**src/rtl/alu_exec_unit_if.sv**
```systemverilog
// Request/response bundle between the CPU control and the execute-stage ALU.
// The master issues operations; the slave (the ALU) reports busy/done and results.
interface alu_exec_unit_if #(
    parameter int unsigned WIDTH   = 32,
    parameter int unsigned SHAMT_W = 5
);
    logic               start_i;
    logic [3:0]         ctrl_i;
    logic [WIDTH-1:0]   src1_i;
    logic [WIDTH-1:0]   src2_i;
    logic [SHAMT_W-1:0] shamt_i;
    logic               busy_o;
    logic               done_o;
    logic [WIDTH-1:0]   result_o;
    logic               zero_o;
    logic               overflow_o;

    modport master (
        output start_i, ctrl_i, src1_i, src2_i, shamt_i,
        input  busy_o, done_o, result_o, zero_o, overflow_o
    );

    modport slave (
        input  start_i, ctrl_i, src1_i, src2_i, shamt_i,
        output busy_o, done_o, result_o, zero_o, overflow_o
    );
endinterface

```
**src/rtl/alu_exec_unit.sv**
```systemverilog
// Execute-stage ALU: single-cycle logic/add/sub/slt, iterative one-bit-per-cycle
// arithmetic right shifts, all reported through a start/busy/done handshake.
module alu_exec_unit #(
    parameter int unsigned WIDTH   = 32,
    parameter int unsigned SHAMT_W = 5
) (
    input  logic               clk_i,
    input  logic               rst_i,
    alu_exec_unit_if.slave     bus
);

    localparam int unsigned Msb = WIDTH - 1;

    localparam logic [3:0] CtrlAnd  = 4'b0000;
    localparam logic [3:0] CtrlOr   = 4'b0001;
    localparam logic [3:0] CtrlAdd  = 4'b0010;
    localparam logic [3:0] CtrlSub  = 4'b0110;
    localparam logic [3:0] CtrlSlt  = 4'b0111;
    localparam logic [3:0] CtrlSra  = 4'b1000;
    localparam logic [3:0] CtrlSrav = 4'b1001;

    typedef enum logic [1:0] {StIdle, StShift, StDone} state_e;

    state_e             state_q;
    logic [WIDTH-1:0]   shreg_q;
    logic [SHAMT_W-1:0] cnt_q;
    logic [WIDTH-1:0]   result_q;
    logic               zero_q;
    logic               ovf_q;
    logic               busy_q;
    logic               done_q;

    logic [WIDTH-1:0]   sum;
    logic [WIDTH-1:0]   diff;
    logic [WIDTH-1:0]   alu_res;
    logic               alu_ovf;
    logic               is_shift;
    logic [SHAMT_W-1:0] shamt_sel;
    logic [WIDTH-1:0]   shreg_step;

    assign sum        = bus.src1_i + bus.src2_i;
    assign diff       = bus.src1_i - bus.src2_i;
    assign is_shift   = (bus.ctrl_i == CtrlSra) || (bus.ctrl_i == CtrlSrav);
    assign shamt_sel  = (bus.ctrl_i == CtrlSrav) ? bus.src1_i[SHAMT_W-1:0] : bus.shamt_i;
    assign shreg_step = {shreg_q[Msb], shreg_q[Msb:1]};

    // Single-cycle results are computed straight from the inputs on the capture edge.
    always_comb begin
        alu_res = '0;
        alu_ovf = 1'b0;
        case (bus.ctrl_i)
            CtrlAnd: alu_res = bus.src1_i & bus.src2_i;
            CtrlOr:  alu_res = bus.src1_i | bus.src2_i;
            CtrlAdd: begin
                alu_res = sum;
                alu_ovf = (bus.src1_i[Msb] == bus.src2_i[Msb]) && (sum[Msb] != bus.src1_i[Msb]);
            end
            CtrlSub: begin
                alu_res = diff;
                alu_ovf = (bus.src1_i[Msb] != bus.src2_i[Msb]) && (diff[Msb] != bus.src1_i[Msb]);
            end
            CtrlSlt: alu_res = {{(WIDTH-1){1'b0}}, ($signed(bus.src1_i) < $signed(bus.src2_i))};
            default: ;
        endcase
    end

    always_ff @(posedge clk_i or posedge rst_i) begin
        if (rst_i) begin
            state_q  <= StIdle;
            shreg_q  <= '0;
            cnt_q    <= '0;
            result_q <= '0;
            zero_q   <= 1'b1;
            ovf_q    <= 1'b0;
            busy_q   <= 1'b0;
            done_q   <= 1'b0;
        end else begin
            done_q <= 1'b0;
            case (state_q)
                StIdle: begin
                    if (bus.start_i) begin
                        if (!is_shift) begin
                            result_q <= alu_res;
                            zero_q   <= (alu_res == '0);
                            ovf_q    <= alu_ovf;
                            done_q   <= 1'b1;
                            state_q  <= StDone;
                        end else if (shamt_sel == '0) begin
                            result_q <= bus.src2_i;
                            zero_q   <= (bus.src2_i == '0);
                            ovf_q    <= 1'b0;
                            done_q   <= 1'b1;
                            state_q  <= StDone;
                        end else begin
                            shreg_q <= bus.src2_i;
                            cnt_q   <= shamt_sel;
                            busy_q  <= 1'b1;
                            state_q <= StShift;
                        end
                    end
                end
                StShift: begin
                    shreg_q <= shreg_step;
                    cnt_q   <= cnt_q - 1'b1;
                    // Count of 1 means this edge performs the final shift step.
                    if (cnt_q == {{(SHAMT_W-1){1'b0}}, 1'b1}) begin
                        result_q <= shreg_step;
                        zero_q   <= (shreg_step == '0);
                        ovf_q    <= 1'b0;
                        busy_q   <= 1'b0;
                        done_q   <= 1'b1;
                        state_q  <= StDone;
                    end
                end
                StDone: state_q <= StIdle;
                default: state_q <= StIdle;
            endcase
        end
    end

    assign bus.busy_o     = busy_q;
    assign bus.done_o     = done_q;
    assign bus.result_o   = result_q;
    assign bus.zero_o     = zero_q;
    assign bus.overflow_o = ovf_q;

endmodule
```
**src/flat_wrapper.sv**
```systemverilog
// flat-port wrapper written by rule: the top's interface ports become plain ports
module alu_exec_unit_flat 
#(
    parameter int unsigned WIDTH   = 32,
    parameter int unsigned SHAMT_W = 5
)
  (clk_i, rst_i, bus_start_i, bus_ctrl_i, bus_src1_i, bus_src2_i, bus_shamt_i, bus_busy_o, bus_done_o, bus_result_o, bus_zero_o, bus_overflow_o);
  alu_exec_unit_if #(.WIDTH(WIDTH), .SHAMT_W(SHAMT_W)) bus_i ();
  input  logic clk_i;
  input  logic rst_i;
  input wire logic [$bits(bus_i.start_i)-1:0] bus_start_i;
  input wire logic [$bits(bus_i.ctrl_i)-1:0] bus_ctrl_i;
  input wire logic [$bits(bus_i.src1_i)-1:0] bus_src1_i;
  input wire logic [$bits(bus_i.src2_i)-1:0] bus_src2_i;
  input wire logic [$bits(bus_i.shamt_i)-1:0] bus_shamt_i;
  output wire logic [$bits(bus_i.busy_o)-1:0] bus_busy_o;
  output wire logic [$bits(bus_i.done_o)-1:0] bus_done_o;
  output wire logic [$bits(bus_i.result_o)-1:0] bus_result_o;
  output wire logic [$bits(bus_i.zero_o)-1:0] bus_zero_o;
  output wire logic [$bits(bus_i.overflow_o)-1:0] bus_overflow_o;
  assign bus_i.start_i = bus_start_i;
  assign bus_i.ctrl_i = bus_ctrl_i;
  assign bus_i.src1_i = bus_src1_i;
  assign bus_i.src2_i = bus_src2_i;
  assign bus_i.shamt_i = bus_shamt_i;
  assign bus_busy_o = bus_i.busy_o;
  assign bus_done_o = bus_i.done_o;
  assign bus_result_o = bus_i.result_o;
  assign bus_zero_o = bus_i.zero_o;
  assign bus_overflow_o = bus_i.overflow_o;
  alu_exec_unit #(.WIDTH(WIDTH), .SHAMT_W(SHAMT_W)) u_core (.clk_i(clk_i), .rst_i(rst_i), .bus(bus_i));
endmodule
```
**config.mk**
```make
export PLATFORM = sky130hd
export DESIGN_NAME = alu_exec_unit_flat
export DESIGN_NICKNAME = d
export VERILOG_FILES = /design/src/rtl/alu_exec_unit_if.sv /design/src/rtl/alu_exec_unit.sv /design/src/flat_wrapper.sv
export SDC_FILE = /design/constraint.sdc
export NUM_CORES = 1
export LEC_CHECK = 0
export ABC_AREA = 1
export ABC_CLOCK_PERIOD_IN_PS = 2100
export CAP_MARGIN = 30
export CORE_MARGIN = 2
export CORE_UTILIZATION = 54
export CTS_CLUSTER_SIZE = 30
export DETAILED_ROUTE_END_ITERATION = 8
export PLACE_DENSITY = 0.8
export REMOVE_ABC_BUFFERS = 1
export SYNTH_ARGS = -nofsm -noshare
export SYNTH_HDL_FRONTEND = slang
export SYNTH_SLANG_ARGS = --single-unit
```
**constraint.sdc**
```tcl
create_clock -name clk_i -period 2.1 [get_ports clk_i]
set_input_delay 0.21 -clock clk_i [delete_from_list [all_inputs] [get_ports clk_i]]
set_output_delay 0.21 -clock clk_i [all_outputs]
set_load 0.02 [all_outputs]
```
==> results.ini, run 1 <==
[run_status]
outcome = aborted with a tool error
stop_stage = global routing
firstError = [ERROR GRT-0232] Routing congestion too high. Check the congestion heatmap in the GUI.

[clock_tree]
htree_levels = 3
cts_sinks = 74
cts-root-buf = clkbuf_16
cts_buffers = 9
postCtsHoldBufs = 0
clock_path_buffers = 2

[placement]
placed_area_um2 = 14700
port_buffers = 111
dpl.hpwl_um = 37300
dp.cells = 2570
place.gp.congestion = 1.07

[floorplan]
die_y_um = 143
core.rowCount = 50
initial_core_util_pct = 55.5
die_w_um = 143
io_pins = 112

[synth]
synth_edf_count = 0
synth_compound_area_share_pct = 12.1
syn_area_um2 = 10500
synth_top_family_by_area = simple AND/OR/NAND/NOR gates
synthSimpleGateAreaFrac_pct = 42.6
ys_ff_latch = 74
avgSynthCellArea_um2 = 5.62
seq_area_frac_synth_pct = 17.7
synth.distinct_cells = 42
synthMuxAreaShare_pct = 0
syn_inst = 1865
synth_xor_area_share_pct = 0.0835
dominantRegCellSynth = dfrtp_1
synthAdderAreaFrac_pct = 12.4
ys_async_sr_fraction_pct = 100
ys_warn_count = 0

[global_route]
track_usage_pct = 83.3
grt-ovfl-total = 369
grt_max_degree = 75

[sta]
worst_endpoint = u_core.bus.zero_o$_DFFE_PP1P_/D
worstEpCategory = register data pin

==> stage by stage <==
step | hold slack [ns] | setup slack (ns)
floorplan | 0.388 | -1.95
global placement | 0.461 | -1.16
detailed placement | 0.477 | -1.27
CTS | 0.298 | -0.178
==> synth_stat cells, drive strengths merged, types with 2 or more instances <==
| cell type | number | share of area (%) |
|---|---|---|
| nor3 | 21 | 1.3 |
| o21bai | 9 | 0.64 |
| nor4 | 12 | 0.72 |
| nand3b | 10 | 0.72 |
| a31oi | 31 | 1.8 |
| and2 | 5 | 0.30 |
| ha | 101 | 12 |
| o211ai | 3 | 0.21 |
| fa | 2 | 0.38 |
| nand3 | 147 | 7.2 |
| a21oi | 62 | 3.0 |
| o21ai | 98 | 4.7 |
| o22ai | 22 | 1.3 |
| inv | 336 | 12 |
| nand2 | 613 | 22 |
| buf | 44 | 2.6 |
| clkbuf | 14 | 0.50 |
| nor2 | 223 | 8.2 |
| nand4 | 29 | 1.7 |
| dfrtp | 73 | 17 |
==> routing by layer <==
layer / global-route usage, % / overflow
met2: 102 / 237
met1: 79.6 / 9
met4: 88.8 / 114
met3: 68.4 / 9
met5: 26.8 / 0
==> repair_timing <==
item | CTS
gates cloned | 1
gates resized for setup | 600
setup endpoints to repair | 71
pin swaps | 170
buffers inserted | 37
==> logic make-up after synthesis <==
logic type | Yosys count
and+or+nand+nor | 1063
buffers and inverters | 395
AOI/OAI and AO/OA | 229
adders and majority gates | 103
DFF | 74
xor gates and xnor gates | 1
==> inputs of run 2 (changes only) <==
--- a/config.mk
+++ b/config.mk
@@ -6,13 +6,12 @@
 export NUM_CORES = 1
 export LEC_CHECK = 0
 export ABC_AREA = 1
-export ABC_CLOCK_PERIOD_IN_PS = 2100
+export ABC_CLOCK_PERIOD_IN_PS = 2700
 export CAP_MARGIN = 30
 export CORE_MARGIN = 2
-export CORE_UTILIZATION = 54
-export CTS_CLUSTER_SIZE = 30
+export CORE_UTILIZATION = 40
 export DETAILED_ROUTE_END_ITERATION = 8
-export PLACE_DENSITY = 0.8
+export PLACE_DENSITY_LB_ADDON = 0.15
 export REMOVE_ABC_BUFFERS = 1
 export SYNTH_ARGS = -nofsm -noshare
 export SYNTH_HDL_FRONTEND = slang
==> constraint.sdc (replaced) <==
create_clock -name clk_i -period 2.7 [get_ports clk_i]
set_input_delay 0.27 -clock clk_i [delete_from_list [all_inputs] [get_ports clk_i]]
set_output_delay 0.27 -clock clk_i [all_outputs]
set_load 0.02 [all_outputs]
==> results.ini, run 2 <==
[run_status]
outcome = finished, final reports clean

[critical_path]
cp_common_cell = nand2_1
crit_path_cell_trace = dlygate4sd2_1 -> inv_1 -> ha_4 -> buf_6 -> nand2_2 -> nor2_1 -> buf_4 -> and2_1 -> buf_4 -> nand2_2 -> nand3_2 -> nand2_1 -> nand3_1 -> nand3_2 -> nor2_1 -> nand2_1 -> nor3_2 -> nand2_1 -> nand2_1 -> nand2_1 -> a21oi_2
r2r_cells = 6
reg2reg_from = u_core.state_q[1]
cp_slowest_cell = ha_4
crit_path_end_kind = register
arrival_ns = 2.85
crit_required_ns = 2.98
critPathMaxStageDelay_ns = 0.29
crit_type = input pin to register
critical_path.startpoint_type = input pin
worstPathMaxFanout = 8
startpoint = bus_src1_i[21]

[final_layout]
final_cell_mix = nand2_1 (525), buf_4 (436), inv_1 (252)
layout_commonest_cell = nand2_1
diodes = 0
drive_above_1_share_pct = 36.1
finalNonFillerCells = 2729
fillers = 2384
largest_reg_flops = 32
area_growth_pct = 64.3
nets = 2568

[power]
power.density_nw_per_um2 = 507
switching_share_pct = 46.2
ir_drop_uv = 735
p_int_w = 0.00470
switchingPower_w = 0.00403
p_comb_share_pct = 60.9
power_leakage_nw = 9.31
p_clk_share_pct = 14.9
pwr-share-seq_pct = 24.1

[sta]
fmax_mhz = 389
slew_viol_final = 0
setup_tns_ns = 0
fin_ws_ns = 0.126
hold_violations = 0
tightest_slew_ns = 0.737
relSlewSlack_pct = 50.4
holdWs_ns = 0.315
fin_crit_ns = 2.57
post-route-period-util_pct = 95.3
clock-skew-final_ns = 0.0178
setup_viol = 0

[synth]
seq_area_frac_synth_pct = 17.7  ; unchanged
ys_ff_latch = 74  ; unchanged
synth.distinct_cells = 42  ; unchanged
synth_edf_count = 0  ; unchanged
synth_area_leaders = nand2_1 (22%), dfrtp_1 (17%), ha_1 (12%), inv_1 (12%), nor2_1 (7.7%)
ys_warn_count = 0  ; unchanged
synthSimpleGateAreaFrac_pct = 42.6  ; unchanged
ys_async_sr_fraction_pct = 100  ; unchanged
syn_area_um2 = 10500  ; unchanged
synth_top_area_cell = nand2_1
dominantRegCellSynth = dfrtp_1
syn_inst = 1865  ; unchanged
synth_top_family_by_area = simple AND/OR/NAND/NOR gates
synthMuxAreaShare_pct = 0  ; unchanged
synth_top_area_share_pct = 21.6  ; unchanged
synth_xor_area_share_pct = 0.0835  ; unchanged
synth_compound_area_share_pct = 12.1  ; unchanged
synth_most_common_cell = nand2_1
synthAdderAreaFrac_pct = 12.4  ; unchanged
ys_top_cells_by_count = nand2_1 (604), inv_1 (327), nor2_1 (214), nand3_1 (143), ha_1 (101)
avgSynthCellArea_um2 = 5.62  ; unchanged

[floorplan]
die_w_um = 166  ; +16%
die_y_um = 166  ; +16%
io_pins = 112  ; unchanged
initial_core_util_pct = 40.5  ; -15 points
core-area_um2 = 25900
dieArea_um2 = 27500
core.rowCount = 59  ; +18%

[placement]
place.gp.congestion = 1.07  ; -0.27%
place_ws_ns = -0.836  ; +0.430 ns
dpl.hpwl_um = 40000  ; +7.3%
port_buffers = 111  ; unchanged
dp.cells = 2664  ; +3.7%

[clock_tree]
clkLatencyLatePin_ns = 0.35
postCtsHoldBufs = 0  ; unchanged
cts_sinks = 74  ; unchanged
cts.clk_slew.worst_paths_ns = 0.07
clock_path_buffers = 2  ; unchanged
cts_buffers = 9  ; unchanged
htree_levels = 3  ; unchanged
cts_tree = built
cts-root-buf = clkbuf_16

[global_route]
grt_max_degree = 75
use_met2_pct = 56.0
grt_pass1_vias = 13600
use_met1_pct = 47.2
grt-ovfl-total = 0
met3_usage_pct = 3.86
grt_pass1_wl_um = 75000
grt.busiest_layer = met2
antenna_found_initial = 0
track_usage_pct = 34.8

[min_path]
hold_path.class = input pin to async pin

[route]
drt-pass1-iter-count = 8
routedWlPerCell_um = 18.3
avgViaCountPerCell = 5.27
drt-initial-drc-count = 1289
route.antenna.remaining_nets = 0
drcViolationCount = 0
via_count = 14400
wl_um = 49900

[job]
drv_cap = 0

-- run 2: cell counts after synthesis --
Identical to the previous run, type by type.
-- run 2: worst paths after layout --
path                            slack [ns]                     end
worst min-delay path                  0.32         u_core.cnt_q[4]
worst max-delay path                  0.13       u_core.bus.zero_o
worst max register to register        0.73       u_core.bus.zero_o
max in group asynchronous             1.99  u_core.bus.result_o[4]
min in group clk_i                    0.44      u_core.shreg_q[22]
worst min register to register        0.49       u_core.bus.busy_o
-- run 2: worst max-delay path: cells and delay by family --
kind	cells	cell delay, ns
buf+inv	5	0.74
fa+ha+maj	1	0.29
compound gates	1	0.12
simple gates	14	1.42
-- run 2: per-stage QoR --
stage | util, % | instance area [um^2] | power, W
4_1_cts | 62.8 | 16300 | 0.00843
5_1_grt | 66.5 | 17200 | 0.00924
6_report | 66.5 | 17200 | 0.00873
2_1_floorplan | - | 10200 | 0.00439
3_5_place_dp | 57.6 | 14900 | 0.00687
3_3_place_gp | 57.6 | 14900 | 0.00678
-- run 2: area by class of cell --
class,count,area (um^2),area share (%)
multi-input combinational,1396,8560,49.7
timing repair buffer,571,4800,27.9
sequential,74,1850,10.8
inverter,337,1270,7.38
tap,335,419,2.43
clock buffer,9,225,1.31
clock inverter,7,83.8,0.487
-- run 2: cell families (layout without fill, tap and decap cells) --
| family | after synthesis | after routing |
|---|---|---|
| simple gates | 1063 | 1063 |
| flops | 74 | 74 |
| buf+inv | 395 | 924 |
| fa+ha+maj | 103 | 103 |
| compound gates | 229 | 229 |
| xor+xnor | 1 | 1 |
-- run 2: metal layers --
metal / vias up / routed length (um)
met4: 0 / 2300
met2: 634 / 22500
met5: - / 0
met3: 131 / 3790
li1: 6899 / -
met1: 6706 / 21300
-- run 2: what timing repair did --
| action | in CTS | in global routing |
|---|---|---|
| pin swaps | 66 | 98 |
| setup endpoints to repair | 17 | 12 |
| resized for setup | 255 | 260 |
| setup buffers | 25 | 24 |
| cloned | 0 | 0 |
-- run 2: power by group through the flow --
| stage | Clock [W] | Sequential, W | Combinational, W |
|---|---|---|---|
| 2_1_floorplan | 0 | 0.00231 | 0.00209 |
| 3_3_place_gp | 0 | 0.00209 | 0.00469 |
| 3_5_place_dp | 0 | 0.00210 | 0.00476 |
| 4_1_cts | 0.00131 | 0.00209 | 0.00503 |
| 5_1_grt | 0.00136 | 0.00215 | 0.00573 |
| 6_report | 0.00131 | 0.00211 | 0.00532 |
Power figures use the tool's default switching activity.
